## config.mk

```make
export PLATFORM = sky130hd
export DESIGN_NAME = poly_mult_result_reader
export DESIGN_NICKNAME = d
export VERILOG_FILES = /design/src/rtl/poly_mult_result_reader.sv
export SDC_FILE = /design/constraint.sdc
export NUM_CORES = 1
export LEC_CHECK = 0
export CELL_PAD_IN_SITES_DETAIL_PLACEMENT = 1
export CELL_PAD_IN_SITES_GLOBAL_PLACEMENT = 1
export CORE_MARGIN = 2
export CORE_UTILIZATION = 44
export CTS_CLUSTER_DIAMETER = 150
export DETAILED_ROUTE_END_ITERATION = 10
export PLACE_DENSITY = 0.82
export REMOVE_ABC_BUFFERS = 1
export SLEW_MARGIN = 20
export SYNTH_ARGS = -nofsm -noshare
export SYNTH_HDL_FRONTEND = slang
export SYNTH_SLANG_ARGS = --single-unit
export TNS_END_PERCENT = 30
```

## constraint.sdc

```tcl
create_clock -name clk -period 4.99 [get_ports clk]
set_clock_uncertainty 0.15 [all_clocks]
set_input_delay 0.7485 -clock clk [delete_from_list [all_inputs] [get_ports clk]]
set_output_delay 0.7485 -clock clk [all_outputs]
set_load 0.05 [all_outputs]
```

## src/rtl/poly_mult_result_reader.sv

```systemverilog
// poly_mult_result_reader
// -----------------------
// Read-back side of the poly_mult host interface. The host asks for a
// 128-bit block by index. This block reads four consecutive result words
// from poly_mult's result RAM, packs them, and returns the block on data_o
// with a one-cycle done_o pulse.
//
// Ports
//   clk, rst        clock; synchronous active-high reset
//   start_i         new multiplication launched; drops the held result
//   valid_i         poly_mult result RAM is complete
//   rd_i, key_i     host read request and block index, sampled together
//   addr_result_o   result RAM word address
//   rd_dout_o       result RAM read enable
//   dout_i          result word, valid one cycle after rd_dout_o
//   data_o          packed block; word k on bits [32k+31:32k]
//   done_o, err_o   completion pulse; err_o marks a rejected request
//   busy_o          request in progress
//   ready_o         a result is available for read-back
module poly_mult_result_reader #(
    parameter int RAMWIDTH        = 32,
    parameter int RESULT_WORDS    = 553,
    parameter int ADDR_WIDTH      = 11,
    parameter int KEY_WIDTH       = 10,
    parameter int WORDS_PER_BLOCK = 4,
    parameter int NUM_BLOCKS      = 139
) (
    input  logic                  clk,
    input  logic                  rst,
    input  logic                  start_i,
    input  logic                  valid_i,
    input  logic                  rd_i,
    input  logic [KEY_WIDTH-1:0]  key_i,
    output logic [ADDR_WIDTH-1:0] addr_result_o,
    output logic                  rd_dout_o,
    input  logic [RAMWIDTH-1:0]   dout_i,
    output logic [127:0]          data_o,
    output logic                  done_o,
    output logic                  err_o,
    output logic                  busy_o,
    output logic                  ready_o
);

    localparam logic [2:0] S_IDLE  = 3'd0;
    localparam logic [2:0] S_READY = 3'd1;
    localparam logic [2:0] S_FETCH = 3'd2;
    localparam logic [2:0] S_DRAIN = 3'd3;
    localparam logic [2:0] S_RESP  = 3'd4;

    localparam logic [ADDR_WIDTH-1:0] WORD_LIMIT = ADDR_WIDTH'(RESULT_WORDS);
    localparam logic [KEY_WIDTH-1:0]  KEY_LIMIT  = KEY_WIDTH'(NUM_BLOCKS);
    localparam logic [2:0]            LAST_CNT   = 3'(WORDS_PER_BLOCK - 1);
    localparam logic [2:0]            FINAL_CNT  = 3'(WORDS_PER_BLOCK);

    logic [2:0]            state_q, state_d;
    logic [2:0]            cnt_q, cnt_d;
    logic [ADDR_WIDTH-1:0] base_q, base_d;
    logic [ADDR_WIDTH-1:0] addr_q, addr_d;
    logic                  rd_q, rd_d;
    logic                  rdv_q, rdv_d;
    logic [127:0]          blk_q, blk_d;
    logic [127:0]          data_q, data_d;
    logic                  done_q, done_d;
    logic                  err_q, err_d;

    logic [ADDR_WIDTH-1:0] next_addr;
    logic [1:0]            lane;

    // Word 0 is issued on the accepting edge, so the counter runs one
    // word behind the address stream; captures trail issues by two edges.
    assign next_addr = base_q + ADDR_WIDTH'(cnt_q) + ADDR_WIDTH'(1);
    assign lane      = cnt_q[1:0] - 2'd1;

    always_comb begin
        state_d = state_q;
        cnt_d   = cnt_q;
        base_d  = base_q;
        addr_d  = addr_q;
        rd_d    = 1'b0;
        rdv_d   = rd_q;       // read enable delayed to line up with dout_i
        blk_d   = blk_q;
        data_d  = data_q;
        done_d  = 1'b0;
        err_d   = 1'b0;

        if (start_i) begin
            state_d = S_IDLE;
            rdv_d   = 1'b0;
        end else begin
            case (state_q)
                S_IDLE: begin
                    if (rd_i) begin
                        done_d = 1'b1;
                        err_d  = 1'b1;
                    end
                    if (valid_i) begin
                        state_d = S_READY;
                    end
                end
                S_READY: begin
                    if (rd_i) begin
                        if (key_i < KEY_LIMIT) begin
                            base_d  = ADDR_WIDTH'({key_i, 2'b00});
                            addr_d  = base_d;
                            rd_d    = (base_d < WORD_LIMIT);
                            cnt_d   = 3'd0;
                            blk_d   = '0;
                            state_d = S_FETCH;
                        end else begin
                            data_d = 128'h1;
                            done_d = 1'b1;
                            err_d  = 1'b1;
                        end
                    end
                end
                S_FETCH, S_DRAIN: begin
                    cnt_d = cnt_q + 3'd1;
                    if (cnt_q < LAST_CNT) begin
                        addr_d = next_addr;
                        rd_d   = (next_addr < WORD_LIMIT);
                    end
                    // Out-of-range lanes were never read; force them to zero.
                    if (cnt_q != 3'd0) begin
                        blk_d[int'(lane)*RAMWIDTH +: RAMWIDTH] = rdv_q ? dout_i : '0;
                    end
                    if (cnt_q == LAST_CNT) begin
                        state_d = S_DRAIN;
                    end else if (cnt_q == FINAL_CNT) begin
                        state_d = S_RESP;
                    end
                end
                S_RESP: begin
                    data_d  = blk_q;
                    done_d  = 1'b1;
                    state_d = S_READY;
                end
                default: state_d = S_IDLE;
            endcase
        end
    end

    always_ff @(posedge clk) begin
        if (rst) begin
            state_q <= S_IDLE;
            cnt_q   <= 3'd0;
            base_q  <= '0;
            addr_q  <= '0;
            rd_q    <= 1'b0;
            rdv_q   <= 1'b0;
            blk_q   <= '0;
            data_q  <= '0;
            done_q  <= 1'b0;
            err_q   <= 1'b0;
        end else begin
            state_q <= state_d;
            cnt_q   <= cnt_d;
            base_q  <= base_d;
            addr_q  <= addr_d;
            rd_q    <= rd_d;
            rdv_q   <= rdv_d;
            blk_q   <= blk_d;
            data_q  <= data_d;
            done_q  <= done_d;
            err_q   <= err_d;
        end
    end

    assign addr_result_o = addr_q;
    assign rd_dout_o     = rd_q;
    assign data_o        = data_q;
    assign done_o        = done_q;
    assign err_o         = err_q;
    assign busy_o        = (state_q == S_FETCH) || (state_q == S_DRAIN) || (state_q == S_RESP);
    assign ready_o       = (state_q != S_IDLE);

endmodule

```

==> results.md <==
- The run finished with clean final reports.
- The number of synthesized flops with an enable pin is 0.
- The residual overflow from global routing is 0.
- The final cell count without fillers is 1,839.
- The number of placement rows is 60.
- The placeable core region is 27,000 µm².
- For this configuration, the core starts out at a cell density of 44.9%.
- In this run the mean area of a mapped cell was 8.93 µm².
- The cts-stage hold buffer count is 0.
- The worst path in the final design needs a cycle of 3.67 ns, including I/O delays and setup.
- Setup repair after global routing left no endpoint under its margin.
- Summing the areas of all compound-gate instances in the mapped netlist gives 13.2% of the synthesized area.
- The detailed-router iteration count before antenna repair is 5.
- Compared with the post-synthesis result, the final layout area differs by 24.1%.
- For this run, the number of Yosys warnings is 0.
- The worst path uses 73.5% of the clock period.
- The aggregate routed wire length is 36,400 µm.
- STA puts the critical path data required time at 4.09 ns.
- The placed cell area is 14,100 µm².
- In the layout the commonest cells are sky130_fd_sc_hd__dfxtp_1, sky130_fd_sc_hd__clkdlybuf4s50_1, sky130_fd_sc_hd__nand2_1.
- The ratio of total power to cell area is 322 nW/µm².
- The worst setup path is launched from a register.
- The number of slew-limit violations in the final report was 0.
- The HPWL after detailed placement is 21,400 µm.
- The number of setup buffers added after CTS is 0.
- The arithmetic-cell share of the synthesized area counting full adders, half adders and majority gates is 0.618%.
- The number of endpoints with negative hold slack in the final report is 0.
- The reg2reg setup slack is 1.94 ns.
- Synthesis produced 1,359 cells.
- At the pin with the least slew margin, the transition time is 0.982 ns.
- The overall die height is 170 µm.
- The biggest fanout along the worst timing path is 16.
- By area, the combinational part of the netlist is dominated by simple AND/OR/NAND/NOR gates.
- The number of max-capacitance violations reported is 0.
- The final setup violation count is 0.
- Per report_power, the combinational group accounts for 5.9% of the total.
- The die outline width is 170 µm.
- The internal power of the cells is 3.74 mW.
- Port buffering added 190 buffers.
- The DRC violations left is 0.
- The total placed cells including tap cells is 1,785.
- The fraction of the mapped netlist area in simple logic gates is 23.8%.
- The die covers 28,900 µm².
- The path category of the worst min-delay check is reg2reg.
- In this run, CTS created clock tree buffers numbering 30.
- The first-iteration detailed-routing DRC count is 634.
- Leaving out fill and tap cells, the most frequent cell in the layout is sky130_fd_sc_hd__dfxtp_1.
- The number of sinks handled by clock tree synthesis is 286.
- Headroom to the max-slew limit came out at 34.6%.
- Clock-pin slew was measured on the worst setup and hold paths at 0.06 ns.
- CTS built an H-tree with a depth of 1.
- The fraction of registers with async set or reset after synthesis is 0%.
- The number of resized instances in the post-cts repair step is 0.
- The longest clock path from root to sink contains 3 buffers.
- 191 I/O pins were placed.
- The worst hold margin is 0.306 ns.
- The first-pass GRT wire length is 58,200 µm.
- The per-cell routed wire length is 19.8 µm.
- The filler cell count in the final layout is 3,089.
- In this run the remaining antenna-violating nets after routing total 0.
- The mean number of vias per cell is 5.63.
- For this run, the post-layout net count is 1,529.
- The post-synthesis sequential element count is 286.
- The fraction of final layout cells sized beyond drive strength 1 is 5.67%.
- The number of different library cells in the post-synthesis netlist is 49.
- The overall power consumption is 4.85 mW.
- The proportion of synthesized area in mux cells is 9.33%.
- The flip-flop cell with the highest count after synthesis is sky130_fd_sc_hd__dfxtp_1.
- The repair_antennas step left the layout with diodes totalling 0.
- The clock network latency to the later pin of the worst-skew pair is 0.56 ns.
- The top achievable clock speed is 0.273 GHz.
- The TritonCTS clock tree is yes.
- The kind of end point of the critical path is an output port.
- The switching part of the total is 23.0%.
- Sequential cells were found to cover 47.2% of the synthesized design area.
- The total area of sequential cells is 5730 µm².
- The leakage power is 5.31 nW.
- For this run, the total global-route usage over all layers was measured as 24.8%.
- In the final layout, the multi-input gates occupy 5810 µm².
- The root cell of the clock tree is sky130_fd_sc_hd__clkbuf_16.
- The pin count of the biggest net entering global routing is 193.
- After routing the design area is 15,100 µm².
- The portion of total power attributed to sequential cells is 47.3%.
- The via count of the first global-routing pass is 10,800.
- The analysis attributes to net switching a power of 1.12 mW.
- The number of antenna violations at the first check in global routing is 0.
- The mapped cell area is 12,100 µm².
- The placer's final routability congestion estimate is 0.773.
- The type of the worst setup path is reg2out.
- The xor/xnor share of the synthesized area is 0.577%.
- In this run, the clock network consumes 46.8% of the power.
- VDD sags by at most 0.225 mV.
- The total vias in the final route is 10,400.
- The critical path arrival is 2.77 ns.
==> power groups by stage <==
| stage | combinational, mW | clock (mW) | sequential [mW] |
|---|---|---|---|
| 6_report | 0.288 | 2.27 | 2.29 |
| 4_1_cts | 0.289 | 2.30 | 2.29 |
| 3_3_place_gp | 0.286 | 0 | 2.34 |
| 5_1_grt | 0.303 | 2.41 | 2.29 |
| 2_1_floorplan | 0.137 | 0 | 2.36 |
| 3_5_place_dp | 0.287 | 0 | 2.35 |
==> flip-flops by register name (all words and copies together) (netlist names) <==
register,flops
addr_result_o,11
base_q,9
blk_q,128
cnt_q,3
data_o,128
done_o,1
err_o,1
rd_dout_o,1
rdv_q,1
state_q,3
==> cell type report <==
cell class / count / share of cell area (%)
Clock buffer: 42 / 5.62
Clock inverter: 12 / 0.972
Inverter: 9 / 0.224
Multi-Input combinational cell: 942 / 38.6
Sequential cell: 286 / 38.0
Tap cell: 341 / 2.83
Timing Repair Buffer: 207 / 13.7
==> synthesized netlist by cell type (6+ instances only) <==
cell type	instances	area share (%)
sky130_fd_sc_hd__a211o_1	6	0.43
sky130_fd_sc_hd__a21oi_1	45	1.9
sky130_fd_sc_hd__a2bb2oi_1	127	9.2
sky130_fd_sc_hd__buf_2	25	1.0
sky130_fd_sc_hd__buf_4	14	0.87
sky130_fd_sc_hd__buf_6	9	0.83
sky130_fd_sc_hd__clkbuf_1	74	2.3
sky130_fd_sc_hd__dfxtp_1	286	47
sky130_fd_sc_hd__ha_1	6	0.62
sky130_fd_sc_hd__inv_1	9	0.28
sky130_fd_sc_hd__mux2i_1	112	9.2
sky130_fd_sc_hd__nand2_1	178	5.5
sky130_fd_sc_hd__nand2b_1	100	5.2
sky130_fd_sc_hd__nand3_1	125	5.2
sky130_fd_sc_hd__nor2_1	165	5.1
sky130_fd_sc_hd__nor3_1	8	0.33
sky130_fd_sc_hd__o21ai_0	6	0.25
sky130_fd_sc_hd__xnor2_1	7	0.51
==> worst max-delay path: stages (launching register included) <==
cell	delay (ns)
sky130_fd_sc_hd__dfxtp_1	0.65
sky130_fd_sc_hd__nand2b_1	0.68
sky130_fd_sc_hd__nand2_1	0.14
sky130_fd_sc_hd__clkdlybuf4s50_1	0.74
==> per-stage QoR <==
stage / setup slack [ns] / TNS, ns / utilization [%]
final: 1.32 / 0 / 55.7
after global placement: 1.55 / 0 / 52.1
after floorplan: -6.21 / -920.11 / -
after CTS: 1.29 / 0 / 55.7
after detailed placement: 1.60 / 0 / 52.1
after global routing: 1.19 / 0 / 55.7
==> cells by family (layout without fill, tap and decap cells) <==
group,after synthesis,in the layout
AO/OA/AOI/OAI,205,205
flip-flops,286,286
XOR/XNOR,8,8
buffers and inverters,131,270
AND/OR/NAND/NOR,610,610
multiplexers,113,113
adder cells (fa/ha/maj),6,6
==> layer usage <==
| metal | track usage (%) | vias up | routed length, µm |
|---|---|---|---|
| met5 | 0 | - | 0 |
| met4 | 7.25 | 0 | 870 |
| met3 | 3.60 | 56 | 1490 |
| met2 | 43.0 | 218 | 17700 |
| met1 | 32.0 | 5194 | 16400 |
| li1 | - | 4889 | - |
==> worst paths after layout <==
kind	from	to	cells after the start
max	state_q[2]	busy_o	3
min	addr_result_o[10]	addr_result_o[10]	2
max reg2reg	state_q[1]	blk_q[65]	5
min reg2reg	addr_result_o[10]	addr_result_o[10]	2
Power figures use the tool's default switching activity.
